===== src/rtl/erm_core_param.sv =====
// erm_core_param: multi-cycle register CPU with a request/acknowledge memory
// port, a registered OUT port and one level-sensitive interrupt.
// Instruction: [DW-1:DW-4] opcode, [DW-5:DW-7] rd, [DW-8:DW-10] rs,
// [DW-11:0] immediate (sign-extended).
module erm_core_param #(
    parameter int unsigned   DW       = 16,
    parameter int unsigned   NREG     = 8,
    parameter logic [DW-1:0] RESET_PC = '0,
    parameter logic [DW-1:0] IVEC     = 'h0010
) (
    input  logic          clk,
    input  logic          rst,
    output logic          mem_req,
    output logic          mem_we,
    output logic [DW-1:0] mem_addr,
    output logic [DW-1:0] mem_wdata,
    input  logic [DW-1:0] mem_rdata,
    input  logic          mem_ack,
    output logic          io_we,
    output logic [DW-1:0] io_data,
    input  logic          irq,
    output logic          intack,
    output logic          halted
);

    localparam int unsigned OPW  = 4;
    localparam int unsigned RFW  = 3;
    localparam int unsigned RFD  = 8;
    localparam int unsigned IMMW = DW - OPW - 2 * RFW;

    // One bit per register-field value: set when that register exists.
    localparam logic [RFD-1:0] REG_OK = RFD'((1 << NREG) - 1);
    // Register that receives the return address when an interrupt is taken.
    localparam logic [RFW-1:0] LINK   = RFW'(NREG - 1);

    localparam logic [OPW-1:0] OP_NOP  = 4'h0;
    localparam logic [OPW-1:0] OP_MOVI = 4'h1;
    localparam logic [OPW-1:0] OP_ADD  = 4'h2;
    localparam logic [OPW-1:0] OP_SUB  = 4'h3;
    localparam logic [OPW-1:0] OP_AND  = 4'h4;
    localparam logic [OPW-1:0] OP_OR   = 4'h5;
    localparam logic [OPW-1:0] OP_XOR  = 4'h6;
    localparam logic [OPW-1:0] OP_LD   = 4'h7;
    localparam logic [OPW-1:0] OP_ST   = 4'h8;
    localparam logic [OPW-1:0] OP_JMP  = 4'h9;
    localparam logic [OPW-1:0] OP_JZ   = 4'hA;
    localparam logic [OPW-1:0] OP_OUT  = 4'hB;
    localparam logic [OPW-1:0] OP_HLT  = 4'hC;

    typedef enum logic [2:0] {
        S_FETCH,
        S_DECODE,
        S_EXEC,
        S_MEM,
        S_HALT
    } state_t;

    state_t          state;
    logic [DW-1:0]   pc;
    logic [DW-1:0]   ir;
    logic [DW-1:0]   regs [RFD];
    logic [DW-1:0]   op_a;
    logic [DW-1:0]   op_b;
    logic            flag_z;
    logic            flag_c;
    // Set in the intack cycle; the next cycle saves pc and fetches from IVEC.
    logic            irq_pend;

    logic [OPW-1:0]  opcode;
    logic [RFW-1:0]  rd_f;
    logic [RFW-1:0]  rs_f;
    logic [DW-1:0]   imm_x;
    logic            is_alu;
    logic [DW:0]     alu_wide;
    logic [DW-1:0]   exec_pc;

    assign opcode = ir[DW-1 -: OPW];
    assign rd_f   = ir[DW-OPW-1 -: RFW];
    assign rs_f   = ir[DW-OPW-RFW-1 -: RFW];
    assign imm_x  = DW'($signed(ir[IMMW-1:0]));
    assign is_alu = (opcode >= OP_ADD) && (opcode <= OP_XOR);

    // ALU: one extra bit carries ADD carry-out / SUB borrow.
    always_comb begin
        alu_wide = '0;
        case (opcode)
            OP_ADD:  alu_wide = {1'b0, op_a} + {1'b0, op_b};
            OP_SUB:  alu_wide = {1'b0, op_a} - {1'b0, op_b};
            OP_AND:  alu_wide = {1'b0, op_a & op_b};
            OP_OR:   alu_wide = {1'b0, op_a | op_b};
            OP_XOR:  alu_wide = {1'b0, op_a ^ op_b};
            default: alu_wide = '0;
        endcase
    end

    // Program counter at the end of EXEC (pc already points past the instruction).
    always_comb begin
        exec_pc = pc;
        if (opcode == OP_JMP) begin
            exec_pc = op_b;
        end else if ((opcode == OP_JZ) && flag_z) begin
            exec_pc = pc + imm_x;
        end
    end

    // Control FSM, datapath registers and all registered outputs.
    always_ff @(posedge clk) begin
        io_we  <= 1'b0;
        intack <= 1'b0;
        if (rst) begin
            state     <= S_FETCH;
            pc        <= RESET_PC;
            ir        <= '0;
            op_a      <= '0;
            op_b      <= '0;
            flag_z    <= 1'b0;
            flag_c    <= 1'b0;
            irq_pend  <= 1'b0;
            mem_req   <= 1'b0;
            mem_we    <= 1'b0;
            mem_addr  <= '0;
            mem_wdata <= '0;
            io_data   <= '0;
            halted    <= 1'b0;
            for (int i = 0; i < int'(RFD); i++) begin
                regs[i] <= '0;
            end
        end else begin
            case (state)
                S_FETCH: begin
                    if (irq_pend) begin
                        // Second interrupt cycle: link, vector, start the fetch.
                        regs[LINK] <= pc;
                        pc         <= IVEC;
                        irq_pend   <= 1'b0;
                        mem_req    <= 1'b1;
                        mem_we     <= 1'b0;
                        mem_addr   <= IVEC;
                    end else if (!mem_req) begin
                        // Boundary cycle after reset: no request is out yet.
                        if (irq) begin
                            intack   <= 1'b1;
                            irq_pend <= 1'b1;
                        end else begin
                            mem_req  <= 1'b1;
                            mem_we   <= 1'b0;
                            mem_addr <= pc;
                        end
                    end else if (mem_ack) begin
                        ir      <= mem_rdata;
                        pc      <= pc + DW'(1);
                        mem_req <= 1'b0;
                        state   <= S_DECODE;
                    end
                end

                S_DECODE: begin
                    op_a  <= REG_OK[rd_f] ? regs[rd_f] : '0;
                    op_b  <= REG_OK[rs_f] ? regs[rs_f] : '0;
                    state <= S_EXEC;
                end

                S_EXEC: begin
                    if ((opcode == OP_LD) || (opcode == OP_ST)) begin
                        mem_req   <= 1'b1;
                        mem_we    <= (opcode == OP_ST);
                        mem_addr  <= op_b;
                        mem_wdata <= op_a;
                        state     <= S_MEM;
                    end else if (opcode == OP_HLT) begin
                        halted <= 1'b1;
                        state  <= S_HALT;
                    end else begin
                        if (is_alu) begin
                            if (REG_OK[rd_f]) begin
                                regs[rd_f] <= alu_wide[DW-1:0];
                            end
                            flag_z <= (alu_wide[DW-1:0] == '0);
                            flag_c <= alu_wide[DW];
                        end else if (opcode == OP_MOVI) begin
                            if (REG_OK[rd_f]) begin
                                regs[rd_f] <= imm_x;
                            end
                        end else if (opcode == OP_OUT) begin
                            io_we   <= 1'b1;
                            io_data <= op_a;
                        end
                        pc    <= exec_pc;
                        state <= S_FETCH;
                        // Instruction boundary: take the interrupt or fetch.
                        if (irq) begin
                            intack   <= 1'b1;
                            irq_pend <= 1'b1;
                        end else begin
                            mem_req  <= 1'b1;
                            mem_we   <= 1'b0;
                            mem_addr <= exec_pc;
                        end
                    end
                end

                S_MEM: begin
                    if (mem_ack) begin
                        if ((opcode == OP_LD) && REG_OK[rd_f]) begin
                            regs[rd_f] <= mem_rdata;
                        end
                        mem_req <= 1'b0;
                        mem_we  <= 1'b0;
                        state   <= S_FETCH;
                        // Instruction boundary: take the interrupt or fetch.
                        if (irq) begin
                            intack   <= 1'b1;
                            irq_pend <= 1'b1;
                        end else begin
                            mem_req  <= 1'b1;
                            mem_addr <= pc;
                        end
                    end
                end

                S_HALT: begin
                    if (irq) begin
                        intack   <= 1'b1;
                        irq_pend <= 1'b1;
                        halted   <= 1'b0;
                        state    <= S_FETCH;
                    end
                end

                default: begin
                    state <= S_FETCH;
                end
            endcase
        end
    end

endmodule


===== config.mk =====
export PLATFORM = sky130hd
export DESIGN_NAME = erm_core_param
export DESIGN_NICKNAME = d
export VERILOG_FILES = /design/src/rtl/erm_core_param.sv
export SDC_FILE = /design/constraint.sdc
export NUM_CORES = 1
export LEC_CHECK = 0
export CAP_MARGIN = 40
export CORE_ASPECT_RATIO = 0.75
export CORE_MARGIN = 2
export CORE_UTILIZATION = 25
export CTS_CLUSTER_SIZE = 12
export DETAILED_ROUTE_END_ITERATION = 16
export DONT_BUFFER_PORTS = 1
export PLACE_DENSITY = 0.47
export SLEW_MARGIN = 25
export SYNTH_ARGS = -nofsm -noshare
export SYNTH_HDL_FRONTEND = slang
export SYNTH_SLANG_ARGS = --single-unit

===== constraint.sdc =====
create_clock -name clk -period 7.5 [get_ports clk]
set_input_delay 0.75 -clock clk [delete_from_list [all_inputs] [get_ports clk]]
set_output_delay 0.75 -clock clk [all_outputs]
set_load 0.02 [all_outputs]

==> results.md <==
Timing:
- The count of pins over their slew limit is 0.
- The final worst clock skew is 0.0150 ns.
- The achievable clock frequency is 212 MHz.
- The actual transition at the worst max-transition pin is 0.850 ns.
- Setup violations remaining at the end of the flow were counted as 0.
- The minimum clock period is 4.72 ns.
- The worst max-slew margin expressed relative to the limit is 0.428.
- The final worst-path cycle share is 0.629.
- Setup slack on the critical path of the routed design comes to 2.78 ns.
- The final-report hold violation count was 0.
- Adding up every negative setup slack in the final design gives 0 ns.
- The tightest hold path in the finished design has a slack of 0.260 ns.
- Setup repair after global routing left no endpoint under its margin.

Clock tree:
- The number of buffers on the longest clock path is 3.
- The CTS buffer count is 27.
- Clock latency on the worst-skew pair, taken at its later pin, is 0.56 ns.
- The total number of H-tree levels is 1.
- The clock transition at the registers of the reported paths is 0.07 ns.
- The cell sitting at the root of the clock tree is a sky130_fd_sc_hd__clkbuf_16.
- After clock tree synthesis, the setup repair step added 0 buffers.
- The tree built by TritonCTS fans out to 256 sinks.
- The TritonCTS clock tree is done.
- The number of cells upsized or downsized after cts is 0.
- Buffers inserted to repair hold after CTS numbered 0.

Finish:
- The top cell types in the final layout, fill and taps aside, are sky130_fd_sc_hd__nor2_1, sky130_fd_sc_hd__nand2_1, sky130_fd_sc_hd__edfxtp_1.
- The number of cells in the finished layout apart from fillers is 2389.
- The net count of the finished layout is 1651.
- The footprint of the flip-flops and latches is 6410 um^2.
- Leaving out fill and tap cells, the most frequent cell in the layout is sky130_fd_sc_hd__nor2_1.
- The layout has 6267 filler cells.
- The area added between synthesis and finish is 12.2%.
- The multi-input logic area is 8230 um^2.
- After routing the design area is 17100 um^2.
- The share of final-layout standard cells stronger than drive strength 1 is 0.109.
- At the end of the flow the core is filled with cells to 0.283.

Placed design:
- The number of cells after detailed placement is 2332.
- Port buffering added 0 buffers.
- After legalization and detailed placement, the total HPWL measured 41300 um.
- The worst slack at placement is 2.75 ns.
- Routability-driven placement finished with a final weighted congestion of 0.882.
- The placed instances occupy a cell area of 16200 um^2.

Detailed routing:
- The total detailed-routing wirelength is 57600 um.
- The number of nets with antenna violations after routing is 0.
- After the first detailed-routing iteration, the DRC count stood at 1225.
- After detailed routing, the number of remaining DRC violations is 0.
- The via density per instance is 5.43.
- The total via count after detailed routing is 13000.
- The number of iterations in the first detailed-routing pass is 5.
- The wire length per cell is 24.1 um.

Power:
- The largest vdd supply drop is 0.157 mV.
- The share of total power dissipated in sequential elements is 0.426.
- Of the total power, the clock network draws 0.353.
- Cell internal power was estimated by the tool at 2.63 mW.
- Dividing total power by cell area gives a power density of 225 nW/um^2.
- The completed layout was analyzed and its total power is 3.84 mW.
- Of the total power, the share spent switching nets is 0.315.
- In this run the static leakage power is 5.71 nW.
- The share of total power in combinational logic is 0.222.
- Summed over all nets, the switching power comes to 1.21 mW.

Yosys:
- Of the synthesized area, sequential elements account for 0.420.
- The Yosys step of the flow raised 0 warnings.
- The average footprint of a synthesized cell is 9.52 um^2.
- The synthesized netlist contains 82 unique library cells.
- After synthesis the cells add up to 15200 um^2.
- The share of synthesized registers carrying an async set or reset is 0.
- In this run, synthesis inferred 128 flip-flops with an integrated enable.
- The number of nets in the synthesized netlist is 1686.
- Of all cell types, the one taking the most synthesized area is sky130_fd_sc_hd__edfxtp_1.
- For this run, the leading register cell type out of synthesis is sky130_fd_sc_hd__edfxtp_1.
- The share of synthesized area in the top cell type comes to 0.252.
- In the post-synthesis netlist, the biggest area contributors are sky130_fd_sc_hd__edfxtp_1, sky130_fd_sc_hd__dfxtp_1, sky130_fd_sc_hd__mux4_2, sky130_fd_sc_hd__nor2_1, sky130_fd_sc_hd__ha_1.
- The synthesized instance count is 1600.
- The number of register bits inferred by synthesis is 256.

GRT:
- The first global-routing pass estimated 84000 um of wire.
- The total overflow reported by the global router is 0.
- The via count of the first global-routing pass is 12300.
- Entering global routing, the biggest net connects 117 pins.
- The global-route usage over all layers is 0.180.
- The number of antenna violations at the first check in global routing is 2.

Worst setup path:
- The worst endpoint data arrival time is 5.01 ns.
- STA puts the critical path data required time at 7.79 ns.
- On the critical path, the stage with the largest delay is an instance of sky130_fd_sc_hd__dfxtp_1.
- Of all nets on the critical path, the largest fanout is 16.
- Traced cell by cell, the critical path runs through nor3b_1 > buf_4 > and2_1 > nor2_1 > xnor2_1 > ha_1 > nor2b_1 > o31ai_1 > a211o_1 > a2111oi_0 > nor3_1 > nand2_1 > o21ai_1 > buf_4 > o21ai_0.
- The critical path class is flip-flop to flip-flop.
- The element type at the critical path end is a flip-flop.
- In this run the worst setup path begins at ir[13].
- The cell that appears most often on the critical path is sky130_fd_sc_hd__buf_4.
- The worst setup path is launched from a flip-flop.
- The setup slack of the worst register-to-register path is 2.78 ns.
- The startpoint of the lowest-slack register-to-register path is ir[13].
- In this run the critical register-to-register path is captured at regs[7][14].
- The critical path ends at regs[7][14].
- The number of cells traversed by the worst register-to-register path is 15.
- The biggest cell delay along the critical path is 0.74 ns.

Floorplanning:
- The floorplan step defined a die boundary enclosing 62900 um^2.
- The die span in x is 289 um.
- The top-level port count is 73.
- The starting density of the core is 0.252.
- The core region is 60400 um^2.
- The height of the die is 218 um.
- The count of standard-cell rows is 78.

Worst hold path:
- In this run the most critical hold path is launched from rst.
- The tightest min-delay check is of the primary input to flip-flop type.

Run status:
- The flow ran to the end, and the final reports show no timing, DRC or antenna violations.

Flow run:
- Max-cap violations in this run came to 0.
==> per-layer routing <==
metal	up-vias	track usage	routed length, um
li1	5846	-	-
met1	6451	0.275	27200
met2	572	0.244	22600
met3	84	0.0570	6560
met4	8	0.0369	1210
met5	-	0	60
==> power groups by stage <==
stage / Sequential [mW] / Clock (mW) / Combinational, mW
final: 1.63 / 1.36 / 0.851
after global routing: 1.64 / 1.43 / 0.929
after CTS: 1.63 / 1.38 / 0.840
after detailed placement: 1.66 / 0 / 0.838
after global placement: 1.66 / 0 / 0.828
after floorplan: 1.61 / 0 / 0.620
==> synthesized netlist by cell type, types with 5 or more instances <==
library cell and count:
sky130_fd_sc_hd__nor2_1 218, sky130_fd_sc_hd__nand2_1 208, sky130_fd_sc_hd__dfxtp_1 128, sky130_fd_sc_hd__edfxtp_1 128, sky130_fd_sc_hd__a21oi_1 113, sky130_fd_sc_hd__o21ai_0 83, sky130_fd_sc_hd__clkbuf_1 79, sky130_fd_sc_hd__ha_1 64
sky130_fd_sc_hd__mux4_2 64, sky130_fd_sc_hd__mux2i_1 60, sky130_fd_sc_hd__inv_1 47, sky130_fd_sc_hd__a211oi_1 45, sky130_fd_sc_hd__nor3_1 27, sky130_fd_sc_hd__buf_2 26, sky130_fd_sc_hd__o22ai_1 26, sky130_fd_sc_hd__nand3_1 22
sky130_fd_sc_hd__xnor2_1 19, sky130_fd_sc_hd__nand2b_1 16, sky130_fd_sc_hd__a31oi_1 14, sky130_fd_sc_hd__a21o_1 12, sky130_fd_sc_hd__and3_1 11, sky130_fd_sc_hd__o31ai_1 11, sky130_fd_sc_hd__nor4_1 10, sky130_fd_sc_hd__o211ai_1 9
sky130_fd_sc_hd__xor2_1 9, sky130_fd_sc_hd__o21ai_1 8, sky130_fd_sc_hd__o22a_1 8, sky130_fd_sc_hd__a22oi_1 7, sky130_fd_sc_hd__nor2b_1 7, sky130_fd_sc_hd__o21a_1 7, sky130_fd_sc_hd__buf_1 6, sky130_fd_sc_hd__a311oi_1 5
sky130_fd_sc_hd__a32oi_1 5, sky130_fd_sc_hd__or3_1 5
==> layout make-up <==
cell class	instances	share of cell area
Inverter	47	0.0103
Clock inverter	3	0.00264
Sequential cell	256	0.375
Tap cell	800	0.0586
Clock buffer	46	0.0480
Timing Repair Buffer	47	0.0235
Multi-Input combinational cell	1186	0.481
Antenna cell	4	0.000586
==> registers in the layout (all words and copies together), names as in the netlist, named ones only <==
name	cells
pc	16
mem_wdata	16
io_data	16
mem_we	1
mem_addr	16
state	3
intack	1
op_b	16
regs	128
mem_req	1
flag_z	1
ir	16
io_we	1
op_a	16
irq_pend	1
halted	1
==> critical path: cells and delay by family (launching register included) <==
family	cells	cell delay [ns]
xor+xnor	1	0.14
flops	1	0.74
simple gates	6	1.38
compound gates	5	1.33
buf+inv	2	0.49
fa+ha+maj	1	0.35
==> worst min path at each step <==
stage | end | slack, ns | cells past startpoint
after floorplan | flip-flop | 0.44 | 2
after global placement | flip-flop | 0.43 | 2
after detailed placement | flip-flop | 0.45 | 2
after CTS | ir[4] | 0.26 | 1
after global routing | ir[4] | 0.24 | 1
final | ir[5] | 0.26 | 1
==> cells by family (layout without fill, tap and decap cells) <==
family / count (synthesis) / count (layout) / share of synthesized area
AND/OR/NAND/NOR: 561 / 561 / 0.161
AO/OA/AOI/OAI: 406 / 406 / 0.171
flip-flops: 256 / 256 / 0.420
buffers and inverters: 158 / 143 / 0.0411
multiplexers: 125 / 125 / 0.135
adder cells (fa/ha/maj): 66 / 66 / 0.0552
XOR/XNOR: 28 / 28 / 0.0161
other: 0 / 4 / 0
No activity file was read; power rests on OpenSTA's default activity.
